`config.mk`:
```
export PLATFORM = sky130hd
export DESIGN_NAME = step_sequencer
export DESIGN_NICKNAME = d
export VERILOG_FILES = /design/src/rtl/step_sequencer_pkg.sv /design/src/rtl/step_sequencer_wait_timer.sv /design/src/rtl/step_sequencer.sv
export SDC_FILE = /design/constraint.sdc
export NUM_CORES = 1
export LEC_CHECK = 0
export ABC_AREA = 1
export BUFFER_PORTS_ARGS = -buffer_cell sky130_fd_sc_hd__buf_2
export CORE_UTILIZATION = 60
export DETAILED_ROUTE_END_ITERATION = 6
export PLACE_DENSITY_LB_ADDON = 0.3
export SLEW_MARGIN = 20
export SYNTH_ARGS = -nofsm -noshare
export SYNTH_HDL_FRONTEND = slang
export SYNTH_SLANG_ARGS = --single-unit
```
`constraint.sdc`:
```
create_clock -name clk -period 2.6 [get_ports clk]
set_clock_uncertainty 0.2 [all_clocks]
set_input_delay 0.52 -clock clk [delete_from_list [all_inputs] [get_ports clk]]
set_output_delay 0.52 -clock clk [all_outputs]
set_load 0.02 [all_outputs]
```
`src/rtl/step_sequencer_pkg.sv`:
```
// Shared constants for the step sequencer: state encodings, fault causes
// and default sizing. Lives alongside the decoder constants.
package step_sequencer_pkg;

   typedef enum logic [1:0] {
      ST_RUN    = 2'd0,
      ST_PAUSED = 2'd1,
      ST_HALTED = 2'd2,
      ST_FAULT  = 2'd3
   } seq_state_t;

   localparam logic [1:0] CAUSE_NONE     = 2'b00;
   localparam logic [1:0] CAUSE_TIMEOUT  = 2'b01;
   localparam logic [1:0] CAUSE_OVERFLOW = 2'b10;

   localparam int DEF_MAX_T      = 3;
   localparam int DEF_WAIT_LIMIT = 15;

   // Step index following t.
   function automatic logic [2:0] next_step(input logic [2:0] t);
      return t + 3'd1;
   endfunction

endpackage

```
`src/rtl/step_sequencer_wait_timer.sv`:
```
// Counts cycles of an unacknowledged memory request and flags the cycle in
// which the request has waited WAIT_LIMIT cycles without an ack.
module wait_timer
   import step_sequencer_pkg::*;
#(
   parameter int WAIT_LIMIT = DEF_WAIT_LIMIT
) (
   input  logic clk,
   input  logic rst,
   input  logic active,
   input  logic clear,
   output logic expired
);

   localparam int CW = $clog2(WAIT_LIMIT + 1);
   localparam logic [CW-1:0] LIMIT = CW'(WAIT_LIMIT);

   logic [CW-1:0] wait_cnt_r;
   logic          at_limit_s;

   assign at_limit_s = (wait_cnt_r == LIMIT);
   assign expired    = active & at_limit_s;

   // Wait counter: cleared by reset or commit, saturates at the limit.
   always_ff @(posedge clk) begin
      if (rst) begin
         wait_cnt_r <= '0;
      end else if (clear) begin
         wait_cnt_r <= '0;
      end else if (active && !at_limit_s) begin
         wait_cnt_r <= wait_cnt_r + CW'(1);
      end else begin
         wait_cnt_r <= wait_cnt_r;
      end
   end

endmodule

```
`src/rtl/step_sequencer.sv`:
```
// Microcode step counter for the multi-cycle RV32 core. Advances T on each
// committed step, stalls on memory, and handles halt, debug single-step and
// fault trapping (memory timeout, step overflow).
module step_sequencer
   import step_sequencer_pkg::*;
#(
   parameter int MAX_T      = DEF_MAX_T,
   parameter int WAIT_LIMIT = DEF_WAIT_LIMIT
) (
   input  logic        clk,
   input  logic        rst,
   input  logic        T_rst,
   input  logic        hlt,
   input  logic        mem_access,
   input  logic        mem_ack,
   input  logic        step_mode,
   input  logic        step_go,
   output logic [2:0]  T,
   output logic        commit,
   output logic        mem_req,
   output logic        paused,
   output logic        halted,
   output logic        fault,
   output logic [1:0]  fault_cause,
   output logic [31:0] instret
);

   localparam logic [2:0] LAST_T = 3'(MAX_T - 1);

   seq_state_t  state_r, state_nxt_s;
   logic [2:0]  t_r, t_nxt_s;
   logic [31:0] instret_r, instret_nxt_s;
   logic [1:0]  cause_r, cause_nxt_s;
   logic        paused_r, halted_r, fault_r;
   logic        run_s, commit_s, mem_req_s;
   logic        wait_active_s, wait_clear_s, expired_s;

   // Commit and request are combinational so a same-cycle ack commits at once.
   assign run_s         = (state_r == ST_RUN) & ~rst;
   assign mem_req_s     = run_s & mem_access;
   assign commit_s      = run_s & (~mem_access | mem_ack);
   assign wait_active_s = mem_req_s & ~mem_ack;
   assign wait_clear_s  = commit_s | (state_r != ST_RUN);

   wait_timer #(.WAIT_LIMIT(WAIT_LIMIT)) u_wait_timer (
      .clk     (clk),
      .rst     (rst),
      .active  (wait_active_s),
      .clear   (wait_clear_s),
      .expired (expired_s)
   );

   // Next state, step index, retire count and fault cause.
   always_comb begin
      state_nxt_s   = state_r;
      t_nxt_s       = t_r;
      instret_nxt_s = instret_r;
      cause_nxt_s   = cause_r;
      case (state_r)
         ST_RUN: begin
            if (commit_s) begin
               if (hlt) begin
                  state_nxt_s   = ST_HALTED;
                  t_nxt_s       = 3'd0;
                  instret_nxt_s = instret_r + 32'd1;
               end else if (T_rst) begin
                  state_nxt_s   = step_mode ? ST_PAUSED : ST_RUN;
                  t_nxt_s       = 3'd0;
                  instret_nxt_s = instret_r + 32'd1;
               end else if (t_r == LAST_T) begin
                  state_nxt_s = ST_FAULT;
                  cause_nxt_s = CAUSE_OVERFLOW;
               end else begin
                  t_nxt_s = next_step(t_r);
               end
            end else if (expired_s) begin
               state_nxt_s = ST_FAULT;
               cause_nxt_s = CAUSE_TIMEOUT;
            end else begin
               state_nxt_s = ST_RUN;
            end
         end
         ST_PAUSED: begin
            t_nxt_s = 3'd0;
            if (step_go || !step_mode) begin
               state_nxt_s = ST_RUN;
            end else begin
               state_nxt_s = ST_PAUSED;
            end
         end
         ST_HALTED: state_nxt_s = ST_HALTED;
         ST_FAULT:  state_nxt_s = ST_FAULT;
         default: begin
            state_nxt_s = ST_FAULT;
            cause_nxt_s = CAUSE_NONE;
         end
      endcase
   end

   // State, step index, counters and registered flag decodes.
   always_ff @(posedge clk) begin
      if (rst) begin
         state_r   <= ST_RUN;
         t_r       <= 3'd0;
         instret_r <= 32'd0;
         cause_r   <= CAUSE_NONE;
         paused_r  <= 1'b0;
         halted_r  <= 1'b0;
         fault_r   <= 1'b0;
      end else begin
         state_r   <= state_nxt_s;
         t_r       <= t_nxt_s;
         instret_r <= instret_nxt_s;
         cause_r   <= cause_nxt_s;
         paused_r  <= (state_nxt_s == ST_PAUSED);
         halted_r  <= (state_nxt_s == ST_HALTED);
         fault_r   <= (state_nxt_s == ST_FAULT);
      end
   end

   assign T           = t_r;
   assign commit      = commit_s;
   assign mem_req     = mem_req_s;
   assign paused      = paused_r;
   assign halted      = halted_r;
   assign fault       = fault_r;
   assign fault_cause = cause_r;
   assign instret     = instret_r;

endmodule

```
==> results of run 1 <==
layer usage:
metal  vias to the layer above  GRT usage, %
met1                      1256         38.24
met5                         -             0
li1                       1396             -
met3                         9         5.263
met2                       109         48.04
met4                         0         8.594
layout make-up:
cell class / instances / area share, %
Multi-Input combinational cell: 303 / 49.21
Timing Repair Buffer: 50 / 8.382
Clock inverter: 2 / 0.3320
Clock buffer: 5 / 2.282
Inverter: 57 / 7.178
Tap cell: 50 / 2.075
Sequential cell: 46 / 30.54
flip-flops by register name (all words and copies together) (netlist names):
signal and count:
state_r 2, paused 1, instret 32, T 3
fault 1, fault_cause 2, u_wait_timer.wait_cnt_r 4, halted 1
power by group through the flow:
stage / logic (W) / registers [W] / clock network [W]
2_1_floorplan: 0.0000853 / 0.000753 / 0
3_3_place_gp: 0.000124 / 0.000742 / 0
3_5_place_dp: 0.000131 / 0.000743 / 0
4_1_cts: 0.000132 / 0.000727 / 0.000413
5_1_grt: 0.000145 / 0.000730 / 0.000442
6_report: 0.000133 / 0.000727 / 0.000418
logic make-up (layout without fill, tap and decap cells):
logic type,count (synthesis),count (layout)
and+or+nand+nor,242,242
buffers and inverters,64,114
AOI/OAI and AO/OA,54,54
DFF,46,46
adders and majority gates,4,4
xor gates and xnor gates,3,3
worst max path at each step:
stage	slack, ns	from	endpoint	cells past startpoint
floorplan	0.73	rst	mem_req	4
global placement	0.55	rst	instret[25]	9
detailed placement	0.48	rst	instret[29]	9
CTS	0.55	rst	commit	5
global route	0.52	rst	commit	5
finish	0.55	rst	commit	5
worst max-delay path: cells and delay by family:
kind / cells / cell delay, ns
AND/OR/NAND/NOR: 2 / 0.24
buffers and inverters: 3 / 0.55
cells in the mapped netlist (3+ instances only):
| cell type | number |
|---|---|
| nor3_1 | 8 |
| dfxtp_1 | 46 |
| o21ai_0 | 18 |
| nand3_1 | 17 |
| nor2_4 | 6 |
| o21ai_1 | 3 |
| inv_1 | 54 |
| a21oi_1 | 26 |
| nor2_2 | 5 |
| buf_2 | 4 |
| ha_1 | 4 |
| nand2_1 | 118 |
| nand3_2 | 5 |
| nor2_1 | 66 |
| nand4_1 | 7 |
through the flow:
| step | power (W) | cell area, sq um | util [%] | hold slack, ns |
|---|---|---|---|---|
| floorplan | 0.0008387 | 2660 | - | 0.2654 |
| global placement | 0.0008658 | 2937 | 71.36 | 0.2334 |
| detailed placement | 0.0008745 | 2937 | 71.36 | 0.2620 |
| CTS | 0.001272 | 3015 | 73.27 | 0.2747 |
| global route | 0.001316 | 3015 | 73.27 | 0.2945 |
| finish | 0.001278 | 3015 | 73.27 | 0.2746 |
==> impl_metrics.yaml, run 1 <==
outcome:
  outcome: "complete, no violations"
clock_tree:
  cts_buffers: 5
  cts.sink_count: 46
  cts_resized: 0
  post_cts_buffers: 0
  htree_levels: 2
  cts_root_buf: "clkbuf_8"
  postCtsHoldBufs: 0
  clk_pin_slew_ns: 0.09
  cts_tree: "built"
  worstSkewPairLatency_ns: 0.29
  cts_buffer_depth: 2
setup_path:
  critPathKind: "in2out"
  worstPathRequired_ns: 1.88
  end_kind: "output pin"
  reg2reg_from: "instret[7]"
  cp_max_fo: 27
  arrival_ns: 1.33
  slowest_delay_ns: 0.24
  start_kind: "input pin"
  crit_chain: "buf_2 -> inv_4 -> nand2_4 -> nor2_8 -> buf_2"
  reg2reg_slack_ns: 0.77
  crit_slowest_cell: "inv_4"
  cpMostUsedCell: "buf_2"
  rr_worst_depth: 9
  r2r-end: "instret[30]"
pwr:
  p_sw_w: 0.0003407
  p_comb_share_pct: 10.4
  power.leakage_nw: 1.267
  pwr-share-clk_pct: 32.7
  ir_drop_mv: 0.4038
  p_seq_share_pct: 56.9
  p_int_w: 0.0009373
  swShare_pct: 26.66
  power.density_mw_per_mm2: 423.8
logic_synthesis:
  ys_seq_elements: 46
  async_flop_share_pct: 0
  ys.flop_type: "dfxtp_1"
  yosysTopAreaCell: "dfxtp_1"
  synth-edff-count: 0
  synth_top_family_by_area: "simple AND/OR/NAND/NOR gates"
  syn_inst: 413
  synth_nets: 425
  synth-seq-area-share_pct: 34.62
  yosys.area_share.xor_xnor_pct: 0.9878
  muxShareOfSynthArea_pct: 0
  synth_area_leaders: "dfxtp_1, nand2_1, nor2_1"
  synth_compound_area_share_pct: 10.87
  synth_cell_types: 35
  avgSynthCellArea_sq_um: 6.441
  netlist.area_leader.share_pct: 34.62
  yosysWarnings: 0
  yosys.area_share.simple_pct: 42.05
  synth_fa_ha_area_share_pct: 1.881
  synthesis.area_sq_mm: 0.002660
flow_run:
  maxCapViolations: 0
layout:
  final_cells: 513
  regArea_sq_um: 920.9
  drive_gt1_share_pct: 17.93
  insertedDiodeCount: 0
  area_growth_pct: 13.36
  multiInputGateArea_sq_mm: 0.001484
  final_cell_mix: "nand2_1, nor2_1, inv_1, buf_2, dfxtp_1"
  fill_cells: 352
  layout.nets: 475
  layout_commonest_cell: "nand2_1"
detailed_routing:
  wl_met1_mm: 2.903
  wirelength_mm: 6.410
  met2_length_mm: 2.990
  drcViolationCount: 0
  postRouteAntennaNets: 0
  met3_length_um: 426
  drtIter0Drc: 212
  dr_total_vias: 2770
  firstDrtPassIters: 6
  via_per_inst: 5.400
  wire_per_inst_um: 12.50
  maxUsedRoutingLayer: "met4"
global_route:
  overflow: 0
  antenna_found_initial: 0
  grt_use_total_pct: 29.06
  grt_max_degree: 28
  grt_pass1_vias: 2351
  grt_pass1_wl_mm: 10.25
floorplanning:
  die_y_um: 68.59
  ios: 50
  initial_core_util_pct: 64.64
  die_w_um: 68.59
  rows: 23
  core_sq_mm: 0.004115
  dieArea_sq_mm: 0.004704
sta:
  setup-tns-final_ns: 0
  fin_ws_ns: 0.5545
  tightestPinTransition_ns: 0.3589
  fin_crit_sh_pct: 78.67
  finalSetupViolCount: 0
  period_needed_ns: 2.046
  worst_slew_margin_rel_pct: 75.89
  finalHoldViolations: 0
  maxSlewViolCount: 0
  rsz0062_at_grt: "no"
  max_freq_mhz: 488.9
placement:
  placed_cells: 506
  hpwlAfterDp_mm: 4.827
  preCtsSetupSlack_ns: 0.4823
  io_buffers: 49
  place_congestion: 0.9161
hold_path:
  hold_end: "fault_cause[0]"
  whs_path_depth: 2
  hold_path_startpoint: "fault_cause[0]"
  hold_path.class: "reg2reg"
(Power assumes the default switching activity.)
==> run 2, diff against run 1 <==
- ABC_AREA: 1 -> 0
- CORE_UTILIZATION: 60 -> 54
- clock period: 2.6 -> 1.97 ns (I/O delays scaled with it)
==> run 2 against run 1 <==
The run now ends with setup timing left. Synthesized cell count is 33% lower. Count of clock-buffer cells in the layout is 2 higher. Critical path depth is 1 lower. Sequential share of layout area is 3.3 points lower. Core utilization is 15 points higher. Wire length is 47% higher. Non-clock buffer count is 56 higher. Via count is 3.2% higher. Die area is 3.2% lower. Worst setup slack worse by 0.98 ns. Clock power is 45% higher. Sequential cell count stayed put. Critical path type is now reg2reg.
==> impl_metrics.yaml, run 2 <==
placement:
  place_congestion: 0.8489
  io_buffers: 49
  dpl-instance-area_sq_mm: 0.003117
  hpwlAfterDp_mm: 4.448
sta:
  setup-tns-final_ns: -3.961
  worst_slew_margin_rel_pct: 65.36
  period_needed_ns: 2.392
  tightestPinTransition_ns: 0.5190
  fin_ws_ns: -0.4222
  hold_ws_ns: 0.2857
  finalSetupViolCount: 26
  rsz0062_at_grt: "yes"
  fin_crit_sh_pct: 121.4
  finalHoldViolations: 0
  maxSlewViolCount: 0
  max_freq_mhz: 418.0
hold_path:
  hold_path_startpoint: "T[1]"
  hold_end: "T[1]"
  hold_path.class: "reg2reg"
  whs_path_depth: 2
layout:
  multiInputGateArea_sq_mm: 0.001665
  area_growth_pct: 54.24
  fill_cells: 194
  final_cell_mix: "buf_4, buf_2, dfxtp_1, nor2_1, a21oi_1"
  largest_reg_flops: 32
  final_core_util_pct: 88.04
  drive_gt1_share_pct: 48.28
  layout_commonest_cell: "buf_4"
  insertedDiodeCount: 0
  layout.nets: 388
  stdcell_area_sq_mm: 0.003572
  regArea_sq_um: 973.4
logic_synthesis:
  ys_seq_elements: 46
  synth-seq-area-share_pct: 39.76
  avgSynthCellArea_sq_um: 8.391
  synthesis.area_sq_mm: 0.002316
  netlist.area_leader.share_pct: 39.76
  synth_nets: 288
  yosysTopAreaCell: "dfxtp_1"
  synth-edff-count: 0
  async_flop_share_pct: 0
  synth_commonest_cells: "dfxtp_1, nor2_1, a21oi_1"
  ys.flop_type: "dfxtp_1"
  yosysMostFrequentCell: "dfxtp_1"
  yosysWarnings: 0
  synth_cell_types: 43
  syn_inst: 276
  synth_area_leaders: "dfxtp_1, a21oi_1, nor2_1"
setup_path:
  arrival_ns: 2.38
  reg2reg_slack_ns: -0.42
  start_kind: "register"
  r2r-end: "instret[12]"
  reg2reg_from: "state_r[0]"
  critPathKind: "reg2reg"
  end_kind: "register"
  worstPathRequired_ns: 1.96
  cp_max_fo: 8
  rr_worst_depth: 4
global_route:
  grt_pass1_wl_mm: 11.91
  grt_use_total_pct: 35.27
  grt_max_degree: 34
  overflow: 0
  antenna_found_initial: 0
  grt_pass1_vias: 2483
floorplanning:
  ios: 50
  dieArea_sq_mm: 0.004555
  die_y_um: 67.49
  rows: 23
  die_w_um: 67.49
  initial_core_util_pct: 57.08
  core_sq_mm: 0.004058
pwr:
  power.leakage_nw: 1.553
  power.density_mw_per_mm2: 489.0
  power.total_w: 0.001747
  ir_drop_mv: 0.4575
detailed_routing:
  postRouteAntennaNets: 0
  wire_per_inst_um: 22.08
  dr_total_vias: 2859
  firstDrtPassIters: 5
  wirelength_mm: 9.429
  drtIter0Drc: 394
  via_per_inst: 6.696
  drcViolationCount: 0
clock_tree:
  clk_pin_slew_ns: 0.10
  cts_tree: "built"
  cts_buffers: 5
  cts.sink_count: 46
  htree_levels: 2
  worstSkewPairLatency_ns: 0.31
  cts_root_buf: "clkbuf_8"
  cts_buffer_depth: 2
flow_run:
  maxCapViolations: 0
outcome:
  violations: "setup timing"
  outcome: "complete, but fails checks"
-- run 2: layer usage --
layer	global-route usage, %	share of wire (%)	vias to the layer above	wire (um)
met5	0	0	-	0
met4	20.48	7.4	0	696
met3	8.615	8.4	76	792
met2	58.42	47	214	4410
met1	40.93	37	1336	3529
li1	-	-	1233	-
-- run 2: logic make-up (layout without fill, tap and decap cells) --
group                      after synthesis  in the layout  share of synthesized area, %
and+or+nand+nor                        121            122                         29.17
AOI/OAI and AO/OA                       64             64                         17.61
DFF                                     46             46                         39.76
buffers and inverters                   25            125                         4.160
muxes                                   11             11                         5.240
xor gates and xnor gates                 5              5                         1.891
adders and majority gates                4              4                         2.161
-- run 2: final cells by class --
cell class	count	share of cell area, %
Clock inverter	1	0.1751
Multi-Input combinational cell	206	46.62
Clock buffer	7	2.137
Sequential cell	46	27.25
Tap cell	50	1.751
Timing Repair Buffer	106	20.91
Inverter	11	1.156
-- run 2: worst max-delay path by stage --
stage,endpoint,start
2_1_floorplan,instret[14],rst
3_3_place_gp,instret[14],rst
3_5_place_dp,instret[15],rst
4_1_cts,instret[15],state_r[0]
5_1_grt,instret[12],state_r[0]
6_report,instret[12],state_r[0]
-- run 2: what timing repair did --
action	4_1_cts	5_1_grt
hold buffers	0	0
pin swaps	9	4
resized for setup	33	25
gates cloned	2	0
hold endpoints to repair	0	0
buffers inserted	2	2
endpoints found under the setup margin	30	29
-- run 2: where the power goes --
part           total (W)  internal (W)  switching (W)
Sequential      0.000941      0.000930      0.0000111
Clock           0.000606      0.000253       0.000353
Combinational   0.000200     0.0000801       0.000120
-- run 2: metrics by stage --
| step | setup WS (ns) | cells |
|---|---|---|
| 2_1_floorplan | -0.3445 | 276 |
| 3_3_place_gp | -0.3668 | 413 |
| 3_5_place_dp | -0.4109 | 413 |
| 4_1_cts | -0.2013 | 425 |
| 5_1_grt | -0.4614 | 427 |
| 6_report | -0.4222 | 427 |
-- run 2: worst max-delay path, cell delays in order (launching register included) --
cell     delay [ns]
dfxtp_2        0.33
or3_4          0.40
or4_4          0.56
or4_1          0.46
a21oi_1        0.31
==> run 3, diff against run 2 <==
- ABC_AREA: 0 -> 1
- CORE_UTILIZATION: 54 -> 55
==> run 3 against run 2 <==
The run now ends clean. Critical path depth unchanged. Worst hold slack worse by 0.038 ns. Core utilization down 20 points. Register-to-register slack better by 0.59 ns. Worst setup slack better by 0.50 ns. Sequential cell count unchanged. Wire length down 30%. Count of clock-buffer cells in the layout unchanged. Power down 1.2%. First-iteration DRC count down 49%. Combinational power down 10%.
==> impl_metrics.yaml, run 3 (synthesis gave the netlist of run 1 again) <==
clock_tree:
  htree_levels: 2
  cts_resized: 0
  post_cts_buffers: 0
  cts_buffers: 5
  cts_tree: "built"
  cts_buffer_depth: 2
  clk_pin_slew_ns: 0.08
  postCtsHoldBufs: 0
  cts.sink_count: 46
  worstSkewPairLatency_ns: 0.29
  cts_root_buf: "clkbuf_8"
setup_path:
  arrival_ns: 1.29
  worstPathRequired_ns: 1.38
  critPathKind: "reg2out"
  cp_max_fo: 7
  end_kind: "output pin"
  start_kind: "register"
detailed_routing:
  dr_total_vias: 2799
  drcViolationCount: 0
  wire_per_inst_um: 12.62
  wirelength_mm: 6.587
  postRouteAntennaNets: 0
  firstDrtPassIters: 5
  drtIter0Drc: 199
  via_per_inst: 5.362
floorplanning:
  core_sq_mm: 0.004504
  initial_core_util_pct: 59.06
  dieArea_sq_mm: 0.005119
  rows: 24
  die_y_um: 71.55
  ios: 50
  die_w_um: 71.55
layout:
  layout.nets: 481
  fill_cells: 415
  area_growth_pct: 15.71
  layout_commonest_cell: "nand2_1"
  final_cell_mix: "nand2_1, nor2_1, inv_1, buf_2, dfxtp_1"
  insertedDiodeCount: 0
  final_core_util_pct: 68.33
  drive_gt1_share_pct: 19.15
  largest_reg_flops: 32
  final_cells: 522
global_route:
  grt_use_met2_pct: 43.28
  use_met1_pct: 37.90
  grt_pass1_wl_mm: 11.05
  use_met3_pct: 4.501
  overflow: 0
  grt_pass1_vias: 2434
  grt_max_degree: 16
  grt_use_total_pct: 26.96
  top_usage_layer: "met2"
  antenna_found_initial: 0
pwr:
  ir_drop_mv: 0.4630
  power.total_w: 0.001726
  power.leakage_nw: 1.302
  power.density_mw_per_mm2: 560.6
sta:
  max_freq_mhz: 529.9
  setup-tns-final_ns: 0
  worst_slew_margin_rel_pct: 73.06
  rsz0062_at_grt: "no"
  fin_ws_ns: 0.08269
  maxSlewViolCount: 0
  tightestPinTransition_ns: 0.4010
  finalSetupViolCount: 0
  period_needed_ns: 1.887
  fin_crit_sh_pct: 95.80
  finalHoldViolations: 0
placement:
  preCtsSetupSlack_ns: 0.1871
  hpwlAfterDp_mm: 5.102
  place_congestion: 0.9155
  io_buffers: 49
  placed_cells: 514
flow_run:
  maxCapViolations: 0
hold_path:
  hold_path.class: "reg2reg"
outcome:
  outcome: "complete, no violations"
## run 3: changes by cell type in the layout (fill, tap and decap cells not counted), moves of 10 or more
| cell | change |
|---|---|
| dfxtp_1 | +22 |
| nor2b_1 | -12 |
| inv_1 | +43 |
| nand2_1 | +102 |
| nor2_1 | +42 |
| dfxtp_2 | -12 |
| dfxtp_4 | -10 |
| buf_4 | -42 |
## run 3: metrics by stage
stage	instance area [sq um]	hold WS, ns
2_1_floorplan	2660	0.2654
3_3_place_gp	2984	0.2382
3_5_place_dp	2984	0.2372
4_1_cts	3075	0.2491
5_1_grt	3078	0.2632
6_report	3078	0.2481
## run 3: report_power, final
part / internal, W / switching [W]
clock: 0.000283 / 0.000304
sequential: 0.000945 / 0.0000135
combinational: 0.0000595 / 0.000120
## run 3: final timing paths
| path | slack, ns | from | end | cells past startpoint |
|---|---|---|---|---|
| worst max-delay path | 0.08 | state_r[0] | commit | 4 |
| worst min-delay path | 0.25 | fault_cause[1] | fault_cause[1] | 2 |
| worst max register to register | 0.17 | instret[1] | instret[18] | 8 |
| worst min register to register | 0.25 | fault_cause[1] | fault_cause[1] | 2 |
## run 3: worst max-delay path, cell delays in order, from the launching register on
cell     delay [ns]
dfxtp_1        0.35
nor2_4         0.23
nand2_4        0.10
nor2_8         0.14
buf_2          0.19
## run 3: final cells by class
cell class | count | area, sq um | area share (%)
clock inverters | 1 | 5.005 | 0.1626
well taps | 52 | 65.06 | 2.114
clock buffers | 7 | 86.33 | 2.805
flip-flops and latches | 46 | 920.9 | 29.92
inverters | 57 | 216.5 | 7.033
repair buffers | 56 | 297.8 | 9.675
multi-input cells | 303 | 1486 | 48.29
## run 3: layer usage
metal	share of wire (%)	vias up
met2	46	109
li1	-	1409
met5	0	-
met3	7.3	12
met1	45	1269
met4	1.7	0
